**src/rtl/uart_pkg.sv**
```systemverilog
// Shared types and helpers for the buffered UART transmitter.
package uart_pkg;

    typedef enum logic [1:0] {
        PAR_NONE = 2'd0,
        PAR_EVEN = 2'd1,
        PAR_ODD  = 2'd2
    } parity_e;

    typedef enum logic [2:0] {
        IDLE   = 3'd0,
        START  = 3'd1,
        DATA   = 3'd2,
        PARITY = 3'd3,
        STOP   = 3'd4
    } tx_state_e;

    localparam int MIN_DIV = 2;

    // Codes 00 and 11 both mean no parity.
    function automatic parity_e decode_parity(input logic [1:0] mode);
        parity_e p;
        case (mode)
            2'b01:   p = PAR_EVEN;
            2'b10:   p = PAR_ODD;
            default: p = PAR_NONE;
        endcase
        return p;
    endfunction

    function automatic logic parity_bit(input logic acc, input parity_e mode);
        return (mode == PAR_ODD) ? ~acc : acc;
    endfunction

endpackage

```
**src/rtl/uart_tx_fifo_if.sv**
```systemverilog
// Valid/ready write stream feeding the UART transmit FIFO.
interface uart_tx_fifo_if #(parameter int DW = 8);
    logic          s_valid;
    logic [DW-1:0] s_data;
    logic          s_ready;

    modport master (output s_valid, output s_data, input s_ready);
    modport slave  (input s_valid, input s_data, output s_ready);
endinterface

```
**src/rtl/uart_fifo.sv**
```systemverilog
// Synchronous FIFO with occupancy count; depth must be a power of two.
module uart_fifo #(
    parameter int WIDTH = 8,
    parameter int DEPTH = 4
) (
    input  logic                           clk_i,
    input  logic                           rst_i,
    input  logic                           push_i,
    input  logic [WIDTH-1:0]               data_i,
    input  logic                           pop_i,
    output logic [WIDTH-1:0]               data_o,
    output logic                           full_o,
    output logic                           empty_o,
    output logic [$clog2(DEPTH+1)-1:0]     count_o
);
    localparam int PTR_W = $clog2(DEPTH);
    localparam int CNT_W = $clog2(DEPTH+1);

    logic [WIDTH-1:0] mem_r [DEPTH];
    logic [PTR_W-1:0] wr_ptr_r;
    logic [PTR_W-1:0] rd_ptr_r;
    logic [CNT_W-1:0] count_r;
    logic             push_s;
    logic             pop_s;

    assign full_o  = (count_r == CNT_W'(DEPTH));
    assign empty_o = (count_r == CNT_W'(0));
    assign push_s  = push_i && !full_o;
    assign pop_s   = pop_i && !empty_o;
    assign data_o  = mem_r[rd_ptr_r];
    assign count_o = count_r;

    // Storage array, written only on an accepted push.
    always_ff @(posedge clk_i) begin
        if (push_s) begin
            mem_r[wr_ptr_r] <= data_i;
        end
    end

    // Pointers wrap naturally because the depth is a power of two.
    always_ff @(posedge clk_i or posedge rst_i) begin
        if (rst_i) begin
            wr_ptr_r <= {PTR_W{1'b0}};
            rd_ptr_r <= {PTR_W{1'b0}};
            count_r  <= {CNT_W{1'b0}};
        end else begin
            if (push_s) begin
                wr_ptr_r <= wr_ptr_r + PTR_W'(1);
            end
            if (pop_s) begin
                rd_ptr_r <= rd_ptr_r + PTR_W'(1);
            end
            case ({push_s, pop_s})
                2'b10:   count_r <= count_r + CNT_W'(1);
                2'b01:   count_r <= count_r - CNT_W'(1);
                default: count_r <= count_r;
            endcase
        end
    end

endmodule

```
**src/rtl/uart_tx_fifo.sv**
```systemverilog
// Buffered UART transmitter: FIFO front end, runtime baud divisor, optional
// parity and one or two stop bits, LSB-first framing.
module uart_tx_fifo
    import uart_pkg::*;
#(
    parameter int DW         = 8,
    parameter int FIFO_DEPTH = 4,
    parameter int DIV_W      = 16
) (
    input  logic                              clk_i,
    input  logic                              rst_i,
    uart_tx_fifo_if.slave                     s_if,
    input  logic [DIV_W-1:0]                  baud_div_i,
    input  logic [1:0]                        parity_mode_i,
    input  logic                              stop2_i,
    output logic                              tx_o,
    output logic                              busy_o,
    output logic [$clog2(FIFO_DEPTH+1)-1:0]   fifo_count_o
);
    localparam int CNT_W = $clog2(FIFO_DEPTH+1);
    localparam int IDX_W = $clog2(DW);

    tx_state_e        state_r,  state_nxt_s;
    logic [DIV_W-1:0] cnt_r,    cnt_nxt_s;
    logic [IDX_W-1:0] idx_r,    idx_nxt_s;
    logic [DW-1:0]    shift_r,  shift_nxt_s;
    logic             acc_r,    acc_nxt_s;
    logic [DIV_W-1:0] div_r,    div_nxt_s;
    parity_e          par_r,    par_nxt_s;
    logic             stop2_r,  stop2_nxt_s;
    logic             tx_r,     tx_nxt_s;

    logic             push_s;
    logic             pop_s;
    logic             fifo_empty_s;
    logic             fifo_full_s;
    logic [DW-1:0]    fifo_dout_s;
    logic [CNT_W-1:0] fifo_count_s;
    logic [DIV_W-1:0] eff_div_s;
    logic             bit_end_s;

    assign s_if.s_ready = (fifo_count_s < CNT_W'(FIFO_DEPTH));
    assign push_s       = s_if.s_valid && s_if.s_ready;
    assign fifo_count_o = fifo_count_s;
    assign busy_o       = (state_r != IDLE) || (fifo_count_s != CNT_W'(0));
    assign tx_o         = tx_r;
    assign eff_div_s    = (baud_div_i < DIV_W'(MIN_DIV)) ? DIV_W'(MIN_DIV) : baud_div_i;
    assign bit_end_s    = (cnt_r == (div_r - DIV_W'(1)));

    uart_fifo #(
        .WIDTH (DW),
        .DEPTH (FIFO_DEPTH)
    ) u_fifo (
        .clk_i   (clk_i),
        .rst_i   (rst_i),
        .push_i  (push_s),
        .data_i  (s_if.s_data),
        .pop_i   (pop_s),
        .data_o  (fifo_dout_s),
        .full_o  (fifo_full_s),
        .empty_o (fifo_empty_s),
        .count_o (fifo_count_s)
    );

    // Frame sequencing; a pop (from IDLE or at the end of STOP) reloads the
    // whole frame context so config changes only take effect between frames.
    always_comb begin
        state_nxt_s = state_r;
        cnt_nxt_s   = cnt_r + DIV_W'(1);
        idx_nxt_s   = idx_r;
        shift_nxt_s = shift_r;
        acc_nxt_s   = acc_r;
        div_nxt_s   = div_r;
        par_nxt_s   = par_r;
        stop2_nxt_s = stop2_r;
        pop_s       = 1'b0;
        tx_nxt_s    = 1'b1;

        case (state_r)
            IDLE: begin
                cnt_nxt_s = {DIV_W{1'b0}};
                pop_s     = !fifo_empty_s;
            end
            START: begin
                if (bit_end_s) begin
                    cnt_nxt_s   = {DIV_W{1'b0}};
                    idx_nxt_s   = {IDX_W{1'b0}};
                    state_nxt_s = DATA;
                end else begin
                    state_nxt_s = START;
                end
            end
            DATA: begin
                if (bit_end_s) begin
                    cnt_nxt_s   = {DIV_W{1'b0}};
                    shift_nxt_s = shift_r >> 1;
                    acc_nxt_s   = acc_r ^ shift_r[0];
                    if (idx_r == IDX_W'(DW - 1)) begin
                        idx_nxt_s   = {IDX_W{1'b0}};
                        state_nxt_s = (par_r == PAR_NONE) ? STOP : PARITY;
                    end else begin
                        idx_nxt_s   = idx_r + IDX_W'(1);
                    end
                end else begin
                    state_nxt_s = DATA;
                end
            end
            PARITY: begin
                if (bit_end_s) begin
                    cnt_nxt_s   = {DIV_W{1'b0}};
                    state_nxt_s = STOP;
                end else begin
                    state_nxt_s = PARITY;
                end
            end
            STOP: begin
                // idx counts the first stop bit when two are requested
                if (bit_end_s) begin
                    cnt_nxt_s = {DIV_W{1'b0}};
                    if (stop2_r && (idx_r == {IDX_W{1'b0}})) begin
                        idx_nxt_s = IDX_W'(1);
                    end else begin
                        state_nxt_s = IDLE;
                        pop_s       = !fifo_empty_s;
                    end
                end else begin
                    state_nxt_s = STOP;
                end
            end
            default: begin
                state_nxt_s = IDLE;
                cnt_nxt_s   = {DIV_W{1'b0}};
            end
        endcase

        state_nxt_s = pop_s ? START                       : state_nxt_s;
        cnt_nxt_s   = pop_s ? {DIV_W{1'b0}}               : cnt_nxt_s;
        idx_nxt_s   = pop_s ? {IDX_W{1'b0}}               : idx_nxt_s;
        shift_nxt_s = pop_s ? fifo_dout_s                 : shift_nxt_s;
        acc_nxt_s   = pop_s ? 1'b0                        : acc_nxt_s;
        div_nxt_s   = pop_s ? eff_div_s                   : div_nxt_s;
        par_nxt_s   = pop_s ? decode_parity(parity_mode_i) : par_nxt_s;
        stop2_nxt_s = pop_s ? stop2_i                     : stop2_nxt_s;

        case (state_nxt_s)
            START:   tx_nxt_s = 1'b0;
            DATA:    tx_nxt_s = shift_nxt_s[0];
            PARITY:  tx_nxt_s = parity_bit(acc_nxt_s, par_nxt_s);
            STOP:    tx_nxt_s = 1'b1;
            default: tx_nxt_s = 1'b1;
        endcase
    end

    // Frame state and the registered serial line.
    always_ff @(posedge clk_i or posedge rst_i) begin
        if (rst_i) begin
            state_r <= IDLE;
            cnt_r   <= {DIV_W{1'b0}};
            idx_r   <= {IDX_W{1'b0}};
            shift_r <= {DW{1'b0}};
            acc_r   <= 1'b0;
            div_r   <= DIV_W'(MIN_DIV);
            par_r   <= PAR_NONE;
            stop2_r <= 1'b0;
            tx_r    <= 1'b1;
        end else begin
            state_r <= state_nxt_s;
            cnt_r   <= cnt_nxt_s;
            idx_r   <= idx_nxt_s;
            shift_r <= shift_nxt_s;
            acc_r   <= acc_nxt_s;
            div_r   <= div_nxt_s;
            par_r   <= par_nxt_s;
            stop2_r <= stop2_nxt_s;
            tx_r    <= tx_nxt_s;
        end
    end

endmodule

```
**src/flat_wrapper.sv**
```systemverilog
// flat-port wrapper written by rule: the top's interface ports become plain ports
module uart_tx_fifo_flat import uart_pkg::*;
#(
    parameter int DW         = 8,
    parameter int FIFO_DEPTH = 4,
    parameter int DIV_W      = 16
)
  (clk_i, rst_i, baud_div_i, parity_mode_i, stop2_i, tx_o, busy_o, fifo_count_o, s_if_s_valid, s_if_s_data, s_if_s_ready);
  uart_tx_fifo_if #(.DW(DW)) s_if_i ();
  input  logic clk_i;
  input  logic rst_i;
  input  logic [DIV_W-1:0] baud_div_i;
  input  logic [1:0] parity_mode_i;
  input  logic stop2_i;
  output logic tx_o;
  output logic busy_o;
  output logic [$clog2(FIFO_DEPTH+1)-1:0] fifo_count_o;
  input wire logic [$bits(s_if_i.s_valid)-1:0] s_if_s_valid;
  input wire logic [$bits(s_if_i.s_data)-1:0] s_if_s_data;
  output wire logic [$bits(s_if_i.s_ready)-1:0] s_if_s_ready;
  assign s_if_i.s_valid = s_if_s_valid;
  assign s_if_i.s_data = s_if_s_data;
  assign s_if_s_ready = s_if_i.s_ready;
  uart_tx_fifo #(.DW(DW), .FIFO_DEPTH(FIFO_DEPTH), .DIV_W(DIV_W)) u_core (.clk_i(clk_i), .rst_i(rst_i), .s_if(s_if_i), .baud_div_i(baud_div_i), .parity_mode_i(parity_mode_i), .stop2_i(stop2_i), .tx_o(tx_o), .busy_o(busy_o), .fifo_count_o(fifo_count_o));
endmodule
```
**config.mk**
```make
export PLATFORM = sky130hd
export DESIGN_NAME = uart_tx_fifo_flat
export DESIGN_NICKNAME = d
export VERILOG_FILES = /design/src/rtl/uart_pkg.sv /design/src/rtl/uart_tx_fifo_if.sv /design/src/rtl/uart_fifo.sv /design/src/rtl/uart_tx_fifo.sv /design/src/flat_wrapper.sv
export SDC_FILE = /design/constraint.sdc
export NUM_CORES = 1
export LEC_CHECK = 0
export ABC_AREA = 1
export BUFFER_PORTS_ARGS = -buffer_cell sky130_fd_sc_hd__buf_4
export CORE_AREA = 2 2 109 111
export DETAILED_ROUTE_END_ITERATION = 7
export DIE_AREA = 0 0 111 113
export PLACE_DENSITY = 0.63
export SETUP_SLACK_MARGIN = 0.1
export SKIP_LAST_GASP = 1
export SLEW_MARGIN = 15
export SYNTH_ARGS = -nofsm -noshare
export SYNTH_HDL_FRONTEND = slang
export SYNTH_SLANG_ARGS = --single-unit
```
**constraint.sdc**
```tcl
create_clock -name clk_i -period 8.1 [get_ports clk_i]
set_clock_uncertainty 0.1 [all_clocks]
set_input_delay 1.215 -clock clk_i [delete_from_list [all_inputs] [get_ports clk_i]]
set_output_delay 1.215 -clock clk_i [all_outputs]
set_load 0.02 [all_outputs]
```
==> out/results.ini <==
[clock_tree]
cts_resized = 0
clock_path_buffers = 2
cts-root-buf = clkbuf_16
clkSinkCount = 90
clock_latency_ns = 0.35
hold_buffers = 0
cts_max_level = 3
path_clk_slew_ns = 0.07
tritoncts = done
post_cts_buffers = 0
cts_buffers = 9

[routing]
wl_per_cell_um = 14.04
drtIter0Drc = 324
dr.pass1.iters = 5
wirelength_um = 11090
ant_nets = 0
drc = 0
met3_length_um = 568
vias_per_cell = 5.037
vias = 3979
m1WireLength_um = 5060
top_layer = met4
dr_wl_met2_um = 5259

[yosys]
syn_avg_cell_area_um2 = 8.274
synth-seq-cells = 90
synth_edf_count = 32
syn_nets = 645
synth_top_cells_by_count = nand2_1, inv_1, nor2_1
yosysTopAreaCell = dfrtp_1
synth_warnings = 0
synthDistinctLibCells = 38
synth_area_mm2 = 0.004997
synth.yosys.seq_area_share = 0.4832
synth_top_area_frac = 0.2804
yosysMostFrequentCell = nand2_1
synthCells = 604
ys.flop_type = dfrtp_1
async_flop_share = 0.6444
yosys-top-cells-area = dfrtp_1, edfxtp_1, nand2_1

[worst_setup_path]
start_kind = register
cp-end-kind = register
worst_path_largest_cell_delay_ns = 0.39
cp.arrival_ns = 3.75
path_class = register to register
path_cells = inv_1 -> ha_1 -> nand3_4 -> nor2_8 -> nand4_1 -> nand2_1 -> nand2_1 -> nor2_1 -> nand2_1 -> nor2_2 -> nand3_2 -> nand2_4 -> ha_1 -> inv_1 -> fa_1 -> a21oi_1 -> o21ai_0 -> xor2_1
required_ns = 8.23
cp_slowest_cell = dfrtp_1
crit_fanout = 46
crit_top_cell = nand2_1

[final_layout]
fin_cells = 790
drive_above_1_share = 0.1453
syn_to_final_growth_pct = 14.07
design_area_mm2 = 0.005700
antennaDiodeCount = 0
utilization = 0.5057
nets = 683

[timing]
rsz0062_at_grt = no
worstMarginPinSlew_ns = 0.8393
setup_viol_count_final = 0
drv_slew = 0
min_period_ns = 3.620
slew_headroom = 0.4384
hold_ws_ns = 0.3958
fin_crit_sh = 0.4469
finalHoldViolCount = 0
layout_setup_ws_ns = 4.480
tns_ns = 0
fmax_ghz = 0.2763

[global_routing]
first_global_vias = 3918
track_usage = 0.1865
overflow = 0
antenna_found_initial = 0
grt_max_degree = 59
grt_pass1_wl_um = 18840

[power]
pwr-share-clk = 0.341
net-switching-power_mw = 0.3957
power_leakage_nw = 2.598
p_total_mw = 1.236
swShare = 0.3200
p_per_area_mw_per_mm2 = 216.9
power_frac_seq = 0.468
p_int_mw = 0.8408
combPwrFrac = 0.192
vdd.ir_drop.worst_mv = 0.1877

[floorplanning]
rows = 39
die_w_um = 111
core_mm2 = 0.01127
io-pin-count = 36
start_util = 0.4433
dieArea_mm2 = 0.01254
die_h_um = 113

[flow_run]
max-cap-violations = 0

[place]
io_buffer_count = 35
place_congestion = 0.9277
place_ws_ns = 4.486
dp_hpwl_um = 8190
dp_cells = 774
postPlaceCellArea_mm2 = 0.005399

[worst_hold_path]
hold_path.class = register to register

[run_status]
outcome = finished clean

[path summary, 6_finish.rpt]
check,start,endpoint,slack [ns],cells past startpoint
max in group asynchronous,rst_i,u_core.state_r[2],6.43,3
worst min-delay path,u_core.stop2_r,u_core.stop2_r,0.40,2
worst max-delay path,u_core.div_r[0],u_core.u_fifo.count_o[2],4.48,18
worst min register to register,u_core.stop2_r,u_core.stop2_r,0.40,2
worst max register to register,u_core.div_r[0],u_core.u_fifo.count_o[2],4.48,18
min in group asynchronous,rst_i,u_core.cnt_r[14],0.97,3
[cells in the final DEF, fill, tap and decap left out, types with 2 or more instances in the layout]
cell       instances
nor2_4             6
nor3b_1            3
nand3_1           40
nor3_2             3
nand4_1            5
nor4_1             3
nand3_2            6
nand2_4            3
dfstp_2            2
o21ai_1            3
a21oi_1           13
o21ai_0           35
clkbuf_16          9
nand2_2            7
xnor2_1            9
clkinv_4           2
nand3b_1           2
nor3_1            10
nor2_1            74
buf_4             36
dfrtp_1           56
edfxtp_1          32
inv_8              3
a211oi_1           2
ha_1              10
xor2_1            15
nand2_1          147
o221ai_1           6
inv_2              6
inv_1             82
a31oi_1            3
nor2_2             5
[registers in the layout (all words and copies together), names as in the netlist]
register	cells
u_core.acc_r	1
u_core.cnt_r	16
u_core.div_r	16
u_core.idx_r	3
u_core.par_r	2
u_core.shift_r	8
u_core.state_r	3
u_core.stop2_r	1
u_core.tx_o	1
u_core.u_fifo.count_o	3
u_core.u_fifo.mem_r	32
u_core.u_fifo.rd_ptr_r	2
u_core.u_fifo.wr_ptr_r	2
[power by group through the flow]
stage | logic [mW] | registers, mW | clock network, mW
2_1_floorplan | 0.159 | 0.582 | 0
3_3_place_gp | 0.235 | 0.586 | 0
3_5_place_dp | 0.237 | 0.588 | 0
4_1_cts | 0.239 | 0.579 | 0.430
5_1_grt | 0.271 | 0.586 | 0.444
6_report | 0.237 | 0.578 | 0.421
[logic make-up after synthesis]
group,Yosys count,share of synthesized area
and+or+nand+nor,316,0.2944
buffers and inverters,97,0.07561
xor gates and xnor gates,24,0.04206
adders and majority gates,11,0.02904
AOI/OAI and AO/OA,66,0.07561
DFF,90,0.4832
[cell type report]
type	count	area [µm²]
Tap cell	143	178.9
Fill cell	1055	5572
Clock buffer	9	225.2
Sequential cell	90	2415
Timing Repair Buffer	36	270.3
Clock inverter	7	76.32
Multi-Input combinational cell	417	2205
Inverter	88	330.3
[routing by layer]
layer  vias to the layer above  GRT usage
li1                       2021          -
met1                      1844     0.2543
met2                        97     0.3076
met3                        17    0.03107
met4                         0    0.05833
met5                         -          0
[critical path: cells and delay by family (launching register included)]
kind / cells / cell delay [ns]
adder cells (fa/ha/maj): 3 / 0.95
buffers and inverters: 2 / 0.24
flip-flops: 1 / 0.39
AND/OR/NAND/NOR: 10 / 1.38
XOR/XNOR: 1 / 0.15
AO/OA/AOI/OAI: 2 / 0.25
No activity file was read; power rests on OpenSTA's default activity.
